File: src/rtl/iter_divider.sv
`default_nettype none
// ============================================================================
// Module   : iter_divider
// Purpose  : Radix-2 restoring divider, 32/32 -> {quotient, remainder}, 33-cycle latency.
// Revision : 1.0 - initial release
// ============================================================================
module iter_divider #(
  parameter int SIGNED = 1
) (
  input  logic        aclk,
  input  logic        aresetn,
  input  logic        s_axis_dividend_tvalid,
  input  logic [31:0] s_axis_dividend_tdata,
  input  logic        s_axis_divisor_tvalid,
  input  logic [31:0] s_axis_divisor_tdata,
  output logic        m_axis_dout_tvalid,
  output logic [63:0] m_axis_dout_tdata,
  output logic        busy
);

  localparam logic       c_signed    = (SIGNED != 0);
  localparam logic [1:0] c_st_idle   = 2'd0;
  localparam logic [1:0] c_st_calc   = 2'd1;
  localparam logic [1:0] c_st_fix    = 2'd2;
  localparam logic [1:0] c_st_done   = 2'd3;
  localparam logic [4:0] c_last_iter = 5'd31;

  logic [1:0]  r_state;
  logic [1:0]  w_state_nxt;
  logic        w_accept;
  logic        w_calc;
  logic        w_fix;
  logic        w_done;

  logic [31:0] r_q;
  logic [31:0] r_d;
  logic [31:0] r_r;
  logic [4:0]  r_cnt;
  logic        r_qneg;
  logic        r_rneg;
  logic        r_dz;
  logic        r_dout_tvalid;
  logic [63:0] r_dout_tdata;
  logic        r_busy;

  logic        w_dvd_neg;
  logic        w_dvs_neg;
  logic [31:0] w_dvd_mag;
  logic [31:0] w_dvs_mag;
  logic [32:0] w_trial;
  logic [31:0] w_quot_mag;
  logic [31:0] w_quot;
  logic [31:0] w_rem;

  // State register
  always_ff @(posedge aclk or negedge aresetn) begin
    if (!aresetn) begin
      r_state <= c_st_idle;
    end else begin
      r_state <= w_state_nxt;
    end
  end

  // Next-state logic
  always_comb begin
    w_state_nxt = r_state;
    case (r_state)
      c_st_idle: begin
        if (s_axis_dividend_tvalid && s_axis_divisor_tvalid) begin
          w_state_nxt = c_st_calc;
        end
      end
      c_st_calc: begin
        if (r_cnt == c_last_iter) begin
          w_state_nxt = c_st_fix;
        end
      end
      c_st_fix:  w_state_nxt = c_st_done;
      c_st_done: w_state_nxt = c_st_idle;
      default:   w_state_nxt = c_st_idle;
    endcase
  end

  // Per-state control strobes
  always_comb begin
    w_accept = 1'b0;
    w_calc   = 1'b0;
    w_fix    = 1'b0;
    w_done   = 1'b0;
    case (r_state)
      c_st_idle: w_accept = s_axis_dividend_tvalid && s_axis_divisor_tvalid;
      c_st_calc: w_calc   = 1'b1;
      c_st_fix:  w_fix    = 1'b1;
      c_st_done: w_done   = 1'b1;
      default:   w_done   = 1'b0;
    endcase
  end

  assign w_dvd_neg = c_signed & s_axis_dividend_tdata[31];
  assign w_dvs_neg = c_signed & s_axis_divisor_tdata[31];
  assign w_dvd_mag = w_dvd_neg ? (32'd0 - s_axis_dividend_tdata) : s_axis_dividend_tdata;
  assign w_dvs_mag = w_dvs_neg ? (32'd0 - s_axis_divisor_tdata)  : s_axis_divisor_tdata;

  assign w_trial = {r_r, r_q[31]} - {1'b0, r_d};

  // The algorithm already yields all-ones for a zero divisor; the mux just makes it explicit.
  assign w_quot_mag = r_dz ? 32'hFFFF_FFFF : r_q;
  assign w_quot     = r_qneg ? (32'd0 - w_quot_mag) : w_quot_mag;
  assign w_rem      = r_rneg ? (32'd0 - r_r) : r_r;

  // Iteration datapath
  always_ff @(posedge aclk or negedge aresetn) begin
    if (!aresetn) begin
      r_q    <= 32'd0;
      r_d    <= 32'd0;
      r_r    <= 32'd0;
      r_cnt  <= 5'd0;
      r_qneg <= 1'b0;
      r_rneg <= 1'b0;
      r_dz   <= 1'b0;
    end else if (w_accept) begin
      r_q    <= w_dvd_mag;
      r_d    <= w_dvs_mag;
      r_r    <= 32'd0;
      r_cnt  <= 5'd0;
      r_qneg <= w_dvd_neg ^ w_dvs_neg;
      r_rneg <= w_dvd_neg;
      r_dz   <= (s_axis_divisor_tdata == 32'd0);
    end else if (w_calc) begin
      if (!w_trial[32]) begin
        r_r <= w_trial[31:0];
        r_q <= {r_q[30:0], 1'b1};
      end else begin
        r_r <= {r_r[30:0], r_q[31]};
        r_q <= {r_q[30:0], 1'b0};
      end
      r_cnt <= r_cnt + 5'd1;
    end
  end

  // Result and busy registers; tdata holds until the next FIX
  always_ff @(posedge aclk or negedge aresetn) begin
    if (!aresetn) begin
      r_dout_tvalid <= 1'b0;
      r_dout_tdata  <= 64'd0;
      r_busy        <= 1'b0;
    end else begin
      r_dout_tvalid <= w_fix;
      if (w_fix) begin
        r_dout_tdata <= {w_quot, w_rem};
      end
      if (w_accept) begin
        r_busy <= 1'b1;
      end else if (w_done) begin
        r_busy <= 1'b0;
      end
    end
  end

  assign m_axis_dout_tvalid = r_dout_tvalid;
  assign m_axis_dout_tdata  = r_dout_tdata;
  assign busy               = r_busy;

endmodule
`default_nettype wire

File: config.mk
export PLATFORM = sky130hd
export DESIGN_NAME = iter_divider
export DESIGN_NICKNAME = d
export VERILOG_FILES = /design/src/rtl/iter_divider.sv
export SDC_FILE = /design/constraint.sdc
export NUM_CORES = 1
export LEC_CHECK = 0
export CAP_MARGIN = 0
export CORE_MARGIN = 2
export CORE_UTILIZATION = 50
export CTS_BUF_LIST = sky130_fd_sc_hd__clkbuf_4 sky130_fd_sc_hd__clkbuf_8
export DETAILED_ROUTE_END_ITERATION = 8
export PLACE_DENSITY = 0.75
export SETUP_SLACK_MARGIN = 0.1
export SKIP_CTS_REPAIR_TIMING = 1
export SLEW_MARGIN = 15
export SYNTH_ARGS = -nofsm -noshare
export SYNTH_HDL_FRONTEND = slang
export SYNTH_SLANG_ARGS = --single-unit
File: constraint.sdc
create_clock -name aclk -period 3.8 [get_ports aclk]
set_clock_uncertainty 0.2 [all_clocks]
set_input_delay 0.57 -clock aclk [delete_from_list [all_inputs] [get_ports aclk]]
set_output_delay 0.57 -clock aclk [all_outputs]
set_load 0.005 [all_outputs]
==> reports/qor.csv, run 1 <==
stage;metric;value;unit
run_status;status;finished, final reports clean;
layout;nFillCells;1930;
sta;hold_viol_final;0;
power;clkPwrFrac;0.105;
synthesis;synth_top_cell_area_share;0.379;
worst_hold_path;min_from;r_d[16];
place;pre_cts_ws;-0.0518;ns
setup_path;cp_max_fo;5;
drt;post_drt_wl_per_cell;16.6;um
clocking;clock_path_buffers;2;
sta;slew_violations;0;
worst_hold_path;min_to;r_d[16];
floorplanning;core_area;22400;sq um
setup_path;worstPathCellList;or4_4 > or4_4 > nor2_4 > nand3_2 > or3_4 > or4_4 > o31ai_4 > and2_4 > xnor2_1 > mux2_4;
layout;antenna_cells;0;
place;portBuffers;133;
drt;routed_wl;28.9;mm
layout;multiInputGateArea;6670;sq um
setup_path;cpMostUsedCell;or4_4;
floorplanning;die-area;23900;sq um
setup_path;crit_buf_inv;0;
synthesis;ys.flop_type;dfrtp_1;
drt;ant_nets;0;
floorplanning;chipHeight;155;um
clocking;clk_pin_slew_worst_paths;0.09;ns
clocking;clkLatencyLatePin;0.47;ns
setup_path;crit_family;simple AND/OR/NAND/NOR gates;
setup_path;max_stage_delay;0.55;ns
setup_path;end_kind;register;
worst_hold_path;min_path_type;register to register;
setup_path;crit_required;3.95;ns
setup_path;reg2reg_from;r_r[4];
global_routing;grt_pass1_vias;9163;
layout;seq_area;4310;sq um
setup_path;r2r_cells;10;
floorplanning;rows;55;
clocking;cts_root_buf;clkbuf_8;
synthesis;yosysTopAreaCell;dfrtp_1;
drt;first_iter_violations;836;
synthesis;netlist_area;11300;sq um
synthesis;syn_inst;1292;
sta;setup_slack;0.199;ns
drt;drc;0;
setup_path;crit_type;register to register;
floorplanning;start_util;0.506;
layout;drive_above_1_share;0.107;
global_routing;grt_use_total;0.241;
sta;clock.fmax;0.278;GHz
place;gp_congestion;0.907;
floorplanning;io_pins;134;
synthesis;syn_nets;1403;
power;power_frac_seq;0.271;
setup_path;worst_setup_path_start_kind;register;
power;vdd_drop_max;0.498;mV
synthesis;synthArstFlopShare;1.00;
layout;synthToLayoutAreaGrowth;22.0;%
power;powerDensity;993;nW/um^2
worst_hold_path;hold_depth;2;
sta;rsz0062_at_grt;true;
synthesis;yosysSeqAreaShare;0.379;
power;switching_share;0.443;
global_routing;overflow;0;
power;p_total;13700;uW
run;cap_violations;0;
setup_path;critPathArrivalTime;3.75;ns
sta;setup_viol;0;
sta;relSlewSlack;0.291;
synthesis;synth_edf_count;0;
place;dp_hpwl;21.2;mm
global_routing;antenna_found_initial;1;
drt;routed_via_density;5.76;
floorplanning;die_x;155;um
drt;firstDrtPassIters;6;
sta;finalCritPeriodShare;0.948;
setup_path;r2r_end;m_axis_dout_tdata[31];
setup_path;startpoint;r_r[4];
setup_path;r2r_slack;0.20;ns
power;p_leak;0.00580;uW
clocking;clock-sinks;172;
sta;fin_crit;3.60;ns
power;pwr-share-comb;0.625;
drt;via_count;10000;
clocking;cts_tree;built;
power;p_sw;6090;uW
synthesis;synthTopCellsByArea;dfrtp_1 (38%), xor2_1 (6.6%), o21ai_0 (5.6%);
layout;nets;1552;
synthesis;synth_warnings;0;
sta;whs;0.289;ns
clocking;h-tree-depth;4;
global_routing;grt_pass1_wl;46.6;mm
synthesis;synth_seq_cells;172;
global_routing;grt_max_degree;72;
layout;utilization;0.617;
synthesis;post_synth.cell_area_avg;8.78;sq um
power;internal_power;7650;uW
sta;worst_pin_slew;1.06;ns
setup_path;worst_path_max_delay_cell;or4_4;
clocking;cts-buffers-inserted;17;
synthesis;yosysUniqueCellTypes;61;
## Yosys cell counts (16+ instances only)
master,instances
ha_1,42
or3_1,16
nor2_1,110
a211oi_1,20
mux2_2,30
o41ai_1,20
nand3_1,21
xor2_1,85
dfrtp_1,172
inv_1,53
mux2i_1,56
o31ai_1,34
a21o_1,17
clkbuf_1,53
nand2_1,146
a21oi_1,84
xnor2_1,49
o21ai_0,128
## placed cells by master, fill, tap and decap left out, types with 9 or more instances in the layout
cell / n
xnor2_1: 48
nor2_1: 109
mux2_2: 30
o41ai_1: 20
a21o_1: 17
a211oi_1: 20
o31ai_1: 32
a31oi_1: 10
nor3_1: 12
nand2_1: 146
or3_1: 16
a21oi_1: 84
o21ai_0: 128
xor2_1: 85
nand2b_1: 12
clkbuf_8: 18
inv_1: 53
nand3_1: 20
mux2i_1: 56
dfrtp_1: 170
o211ai_1: 9
buf_4: 58
or4_1: 13
ha_1: 40
nor4_1: 9
clkdlybuf4s50_1: 132
## kinds of logic (layout without fill, tap and decap cells)
logic type	Yosys count	after routing	share of synthesized area
AO/OA/AOI/OAI	360	360	0.196
XOR/XNOR	134	134	0.103
adder cells (fa/ha/maj)	43	43	0.0481
buffers and inverters	120	281	0.0400
flip-flops	172	172	0.379
multiplexers	87	87	0.0805
AND/OR/NAND/NOR	376	376	0.152
## state kept, by name, summed over array words and instances, names as in the netlist
name / flops
r_q: 32
r_cnt: 5
m_axis_dout_tdata: 64
r_r: 32
r_rneg: 1
r_dz: 1
m_axis_dout_tvalid: 1
r_d: 32
r_state: 2
r_qneg: 1
busy: 1
## routing by layer
layer / global-route usage / vias up / wire length [um]
met5: 0 / - / 13
met4: 0.0692 / 2 / 526
met3: 0.0417 / 39 / 1740
met2: 0.367 / 313 / 12900
met1: 0.353 / 4763 / 13700
li1: - / 4901 / -
## tightest hold or removal path, stage by stage (launching register included)
cell,delay (ns)
dfrtp_1,0.35
nand2_1,0.05
o21ai_0,0.06
## worst max-delay path by stage
stage	to	slack (ns)	depth (start not counted)
final	m_axis_dout_tdata[31]	0.20	10
after global routing	r_r[6]	0.04	13
after CTS	r_r[3]	0.13	13
after detailed placement	r_q[26]	-0.05	11
after global placement	r_q[26]	0.03	11
after floorplan	m_axis_dout_tdata[56]	0.22	13
## metrics by stage
step	instance area, sq um	instances	setup TNS (ns)
after floorplan	11300	1292	0
after global placement	13300	1702	0
after detailed placement	13300	1702	-0.0776
after CTS	13700	1733	0
after global routing	13800	1738	0
final	13800	1738	0
## power groups by stage
stage | registers (uW) | logic, uW | clock network (uW)
after detailed placement | 3720 | 8240 | 0
final | 3720 | 8580 | 1440
after CTS | 3690 | 8340 | 1470
after global routing | 3830 | 9490 | 1550
after global placement | 3690 | 8070 | 0
after floorplan | 3480 | 5730 | 0
## cell type report
| type | instances | share of cell area |
|---|---|---|
| multi-input combinational | 1000 | 0.482 |
| tap | 285 | 0.0258 |
| timing repair buffer | 197 | 0.135 |
| clock inverter | 13 | 0.0138 |
| sequential | 172 | 0.311 |
| clock buffer | 18 | 0.0179 |
| inverter | 53 | 0.0144 |
No activity file was read; power rests on OpenSTA's default activity.
==> run 2, diff against run 1 <==
- CORE_ASPECT_RATIO: not set -> 1.1
- PLACE_DENSITY: 0.75 -> 0.73
- clock period: 3.8 -> 4.68 ns (I/O delays scaled with it)
==> reports/qor.csv, run 2 (synthesis results as in run 1) <==
stage;metric;value;unit;change
clocking;clkLatencyLatePin;0.47;ns;about the same
worst_hold_path;min_path_type;primary input to asynchronous set/reset pin;;
power;powerDensity;780;nW/um^2;-21%
setup_path;critPathArrivalTime;4.19;ns;+0.44 ns
setup_path;crit_family;compound AO/OA/AOI/OAI gates;;
clocking;cts_tree;built;;
sta;finalCritPeriodShare;0.872;;-0.0759
layout;synthToLayoutAreaGrowth;17.6;%;
setup_path;worst_setup_path_start_kind;register;;
global_routing;grt_use_total;0.219;;-0.0221
power;p_total;10400;uW;-24%
layout;final_cell_mix;dfrtp_1 (172), nand2_1 (146), clkdlybuf4s50_1 (132);;
power;p_sw;4560;uW;-25%
layout;nets;1497;;-3.5%
setup_path;startpoint;r_q[31];;
clocking;cts-buffers-inserted;17;;unchanged
floorplanning;core_area;22200;sq um;-1.1%
power;p_leak;0.00551;uW;-5.0%
setup_path;end_kind;register;;
clocking;clk_pin_slew_worst_paths;0.09;ns;about the same
global_routing;grt_pass1_vias;8916;;-2.7%
setup_path;cpMostUsedCell;a21oi_1;;
setup_path;max_stage_delay;0.55;ns;about the same
global_routing;overflow;0;;unchanged
sta;fin_crit;4.08;ns;+0.479 ns
layout;seq_area;4300;sq um;about the same
floorplanning;die-area;23900;sq um;about the same
sta;hold_viol_final;0;;unchanged
clocking;h-tree-depth;4;;unchanged
setup_path;worst_path_max_delay_cell;or3b_2;;
layout;multiInputGateArea;6630;sq um;-0.60%
setup_path;crit_required;4.80;ns;+0.85 ns
drt;first_iter_violations;549;;-34%
sta;worst_pin_slew;1.13;ns;+0.0681 ns
setup_path;r2r_end;r_r[14];;
setup_path;worstPathCellList;inv_1 > ha_1 > fa_1 > nand2b_1 > a21oi_1 > a2111oi_0 > o21ai_1 > o211ai_1 > or3b_2 > xnor2_2 > buf_4 > mux2i_1 > a21oi_1;;
floorplanning;io_pins;134;;unchanged
setup_path;endpoint;r_r[14];;
setup_path;r2r_cells;13;;+3
sta;setup_viol;0;;unchanged
floorplanning;chipHeight;162;um;+4.8%
clocking;cts_root_buf;clkbuf_8;;
sta;final.setup.tns;0;ns;unchanged
run;cap_violations;0;;unchanged
global_routing;antenna_found_initial;0;;-1
setup_path;cp_max_fo;28;;+23
drt;via_count;9554;;-4.6%
power;clkPwrFrac;0.109;;+0.004
layout;drive_above_1_share;0.0672;;-0.0395
place;dp_hpwl;18.9;mm;-11%
drt;post_drt_wl_per_cell;15.1;um;-8.7%
clocking;clock-sinks;172;;unchanged
setup_path;crit_type;register to register;;
drt;ant_nets;0;;unchanged
floorplanning;rows;57;;+3.6%
sta;relSlewSlack;0.245;;-0.0455
power;internal_power;5850;uW;-24%
power;vdd_drop_max;0.339;mV;-32%
floorplanning;start_util;0.512;;+0.00579
setup_path;crit_cells;13;;+3
layout;largest_reg_flops;64;;unchanged
run_status;status;finished, final reports clean;;
sta;rsz0062_at_grt;false;;
drt;drc;0;;unchanged
global_routing;grt_pass1_wl;43.1;mm;-7.5%
setup_path;crit_buf_inv;2;;+2
layout;nFillCells;1955;;+1.3%
drt;firstDrtPassIters;7;;+1
power;pwr-share-comb;0.598;;-0.027
drt;routed_wl;25.7;mm;-11%
sta;clock.fmax;0.245;GHz;-12%
sta;slew_violations;0;;unchanged
setup_path;r2r_slack;0.60;ns;+0.40 ns
place;pre_cts_ws;0.405;ns;+0.457 ns
power;switching_share;0.438;;-0.00491
layout;antenna_cells;0;;unchanged
floorplanning;die_x;148;um;-4.5%
clocking;clock_path_buffers;2;;unchanged
place;portBuffers;133;;unchanged
drt;routed_via_density;5.64;;-2.2%
sta;setup_slack;0.601;ns;+0.401 ns
layout;utilization;0.602;;-0.0154
setup_path;reg2reg_from;r_q[31];;
global_routing;grt_max_degree;100;;+39%
power;power_frac_seq;0.292;;+0.021
layout;final_common_cell;dfrtp_1;;
place;gp_congestion;0.913;;+0.64%
-- run 2: cell count changes in the layout (fill, tap and decap cells not counted), moves of 2 or more --
cell      previous run  this run
clkinv_4             3         0
buf_12               3         1
o31ai_1             32        34
o31ai_2              2         0
dfrtp_2              2         0
buf_4               58         8
clkbuf_8            18        21
dfrtp_1            170       172
-- run 2: how the worst min path moves through the flow --
stage	from	slack, ns	depth (start not counted)	to
after floorplan	aresetn	0.21	0	busy
after global placement	r_d[24]	0.26	2	r_d[24]
after detailed placement	r_d[11]	0.27	2	r_d[11]
after CTS	aresetn	0.06	1	m_axis_dout_tdata[32]
after global routing	aresetn	0.1	1	m_axis_dout_tdata[37]
final	aresetn	0.04	1	m_axis_dout_tdata[32]
-- run 2: layout make-up --
cell class                      instances  share of cell area
Clock inverter                         10              0.0102
Inverter                               53              0.0149
Tap cell                              295              0.0277
Clock buffer                           22              0.0222
Multi-Input combinational cell       1000               0.497
Timing Repair Buffer                  142               0.106
Sequential cell                       172               0.323
-- run 2: per-layer routing --
metal  track usage  part of all wire  wire [um]  vias up
met5             0                 0          0        -
met4        0.0651             0.016        407        0
met3        0.0334             0.045       1160       31
met1         0.294              0.46      11800     4477
li1              -                 -          -     4798
met2         0.367              0.48      12300      248
-- run 2: power by group through the flow --
| stage | clock network, uW | logic [uW] | registers (uW) |
|---|---|---|---|
| 3_3_place_gp | 0 | 6080 | 3040 |
| 2_1_floorplan | 0 | 4650 | 2830 |
| 3_5_place_dp | 0 | 6190 | 3070 |
| 6_report | 1140 | 6230 | 3040 |
| 4_1_cts | 1170 | 6230 | 3040 |
| 5_1_grt | 1220 | 6970 | 3160 |
-- run 2: metrics by stage --
stage	instances	hold slack [ns]	cell area [sq um]
finish	1694	0.0423	13300
global route	1694	0.0962	13300
CTS	1694	0.0622	13300
detailed placement	1662	0.271	12900
global placement	1662	0.262	12900
floorplan	1292	0.206	11300
==> run 3, diff against run 2 <==
- PLACE_DENSITY: 0.73 -> 0.75
- clock period: 4.68 -> 3.35 ns (I/O delays scaled with it)
==> reports/qor.csv, run 3 (synthesis results as in run 1) <==
stage;metric;value;unit;change
run_status;status;complete, but fails checks;;
run_status;violations;negative setup slack;;
place;portBuffers;133;;unchanged
layout;final_common_cell;dfrtp_1;;
layout;nets;1624;;+8.5%
sta;finalCritPeriodShare;1.05;;+0.179
layout;final_cell_mix;dfrtp_1 (169), nand2_1 (141), clkdlybuf4s50_1 (131);;
sta;slew_violations;0;;unchanged
setup_path;critPathArrivalTime;3.67;ns;-0.52 ns
place;pre_cts_ws;-0.544;ns;-0.949 ns
setup_path;worst_setup_path_start_kind;register;;
global_routing;antenna_found_initial;0;;unchanged
clocking;h-tree-depth;4;;unchanged
sta;setup_slack;-0.168;ns;-0.769 ns
sta;rsz0062_at_grt;true;;
clocking;clkLatencyLatePin;0.46;ns;about the same
place;dp_hpwl;21.1;mm;+12%
floorplanning;core_area;22200;sq um;unchanged
layout;largest_reg_flops;64;;unchanged
worst_hold_path;min_path_type;primary input to register;;
setup_path;crit_type;register to register;;
drt;post_drt_wl_per_cell;16.1;um;+6.0%
clocking;cts_tree;built;;
floorplanning;die-area;23900;sq um;unchanged
global_routing;grt_pass1_wl;46.5;mm;+8.0%
drt;drc;0;;unchanged
sta;relSlewSlack;0.362;;+0.116
power;powerDensity;1160;nW/um^2;+48%
sta;setup_viol;23;;+23
sta;whs;0.249;ns;+0.206 ns
layout;synthToLayoutAreaGrowth;31.3;%;
sta;worst_pin_slew;0.955;ns;-0.174 ns
sta;clock.fmax;0.284;GHz;+16%
setup_path;end_kind;register;;
global_routing;grt_max_degree;72;;-28%
setup_path;crit_required;3.50;ns;-1.30 ns
sta;fin_crit;3.52;ns;-0.561 ns
floorplanning;chipHeight;162;um;unchanged
place;gp_congestion;0.907;;-0.70%
setup_path;cp_max_fo;3;;-89%
clocking;cts-buffers-inserted;17;;unchanged
drt;via_count;10200;;+7.0%
sta;hold_viol_final;0;;unchanged
power;p_leak;0.00628;uW;+14%
floorplanning;rows;57;;unchanged
clocking;clock_path_buffers;2;;unchanged
drt;firstDrtPassIters;5;;-2
layout;nFillCells;1798;;-8.0%
layout;antenna_cells;0;;unchanged
drt;first_iter_violations;561;;+2.2%
power;vdd_drop_max;0.571;mV;+69%
floorplanning;io_pins;134;;unchanged
clocking;clock-sinks;172;;unchanged
global_routing;grt_pass1_vias;9733;;+9.2%
global_routing;grt_use_total;0.236;;+0.0176
global_routing;overflow;0;;unchanged
clocking;cts_root_buf;clkbuf_8;;
drt;ant_nets;0;;unchanged
drt;routed_via_density;5.62;;-0.38%
drt;routed_wl;29.2;mm;+14%
layout;utilization;0.672;;+0.0702
layout;drive_above_1_share;0.190;;+0.122
floorplanning;start_util;0.512;;unchanged
floorplanning;die_x;148;um;unchanged
clocking;clk_pin_slew_worst_paths;0.09;ns;about the same
run;cap_violations;0;;unchanged
-- run 3: cell types whose count changed in the layout (fill, tap and decap cells not counted), sizes merged --
cell | before | now
clkinvlp | 3 | 1
clkbuf | 22 | 26
inv | 54 | 53
dlygate4sd3 | 0 | 1
clkdlybuf4s50 | 132 | 131
buf | 10 | 133
dlymetal6s2s | 0 | 1
-- run 3: per-stage QoR --
| step | std cells | power, uW | cell area (sq um) | setup TNS [ns] |
|---|---|---|---|---|
| floorplan | 1292 | 10700 | 11500 | -0.0706 |
| global placement | 1773 | 13700 | 13900 | -9.66 |
| detailed placement | 1773 | 14000 | 13900 | -12.93 |
| CTS | 1803 | 15600 | 14300 | -7.81 |
| global route | 1819 | 18600 | 14900 | -6.33 |
| finish | 1819 | 17200 | 14900 | -1.21 |
-- run 3: area by class of cell --
| type | instances | area (sq um) | area share |
|---|---|---|---|
| Tap cell | 295 | 369 | 0.0248 |
| Clock buffer | 23 | 304 | 0.0204 |
| Clock inverter | 7 | 113 | 0.00756 |
| Inverter | 53 | 199 | 0.0134 |
| Multi-Input combinational cell | 1000 | 7130 | 0.478 |
| Timing Repair Buffer | 269 | 2480 | 0.167 |
| Sequential cell | 172 | 4310 | 0.289 |
-- run 3: routing by layer --
metal,track usage,vias to the layer above,part of all wire
met3,0.0413,54,0.049
met4,0.0647,0,0.022
met5,0,-,0
met1,0.306,4859,0.43
li1,-,5040,-
met2,0.409,267,0.50
-- run 3: critical path, stage by stage (launching register included) --
cell	delay, ns
dfrtp_1	0.41
or4_4	0.54
or4_4	0.45
nor2_4	0.14
nand3_4	0.10
or3_4	0.40
or4_4	0.46
o31ai_4	0.21
and2_4	0.19
xnor2_2	0.06
mux2_4	0.25
-- run 3: power by group --
part | internal (uW) | switching, uW | total [uW]
clock | 822 | 730 | 1550
sequential | 3140 | 908 | 4050
combinational | 5760 | 5850 | 11600
total | 9730 | 7490 | 17200
-- run 3: final timing paths --
check	slack, ns	endpoint	startpoint	cells past startpoint
setup reg to reg	-0.17	m_axis_dout_tdata[31]	r_r[4]	10
hold / removal	0.25	r_q[4]	s_axis_dividend_tdata[4]	4
max in group asynchronous	1.75	r_dz	aresetn	3
setup / recovery	-0.17	m_axis_dout_tdata[31]	r_r[4]	10
hold reg to reg	0.28	r_d[18]	r_d[18]	2
min in group asynchronous	0.39	m_axis_dout_tdata[53]	aresetn	2
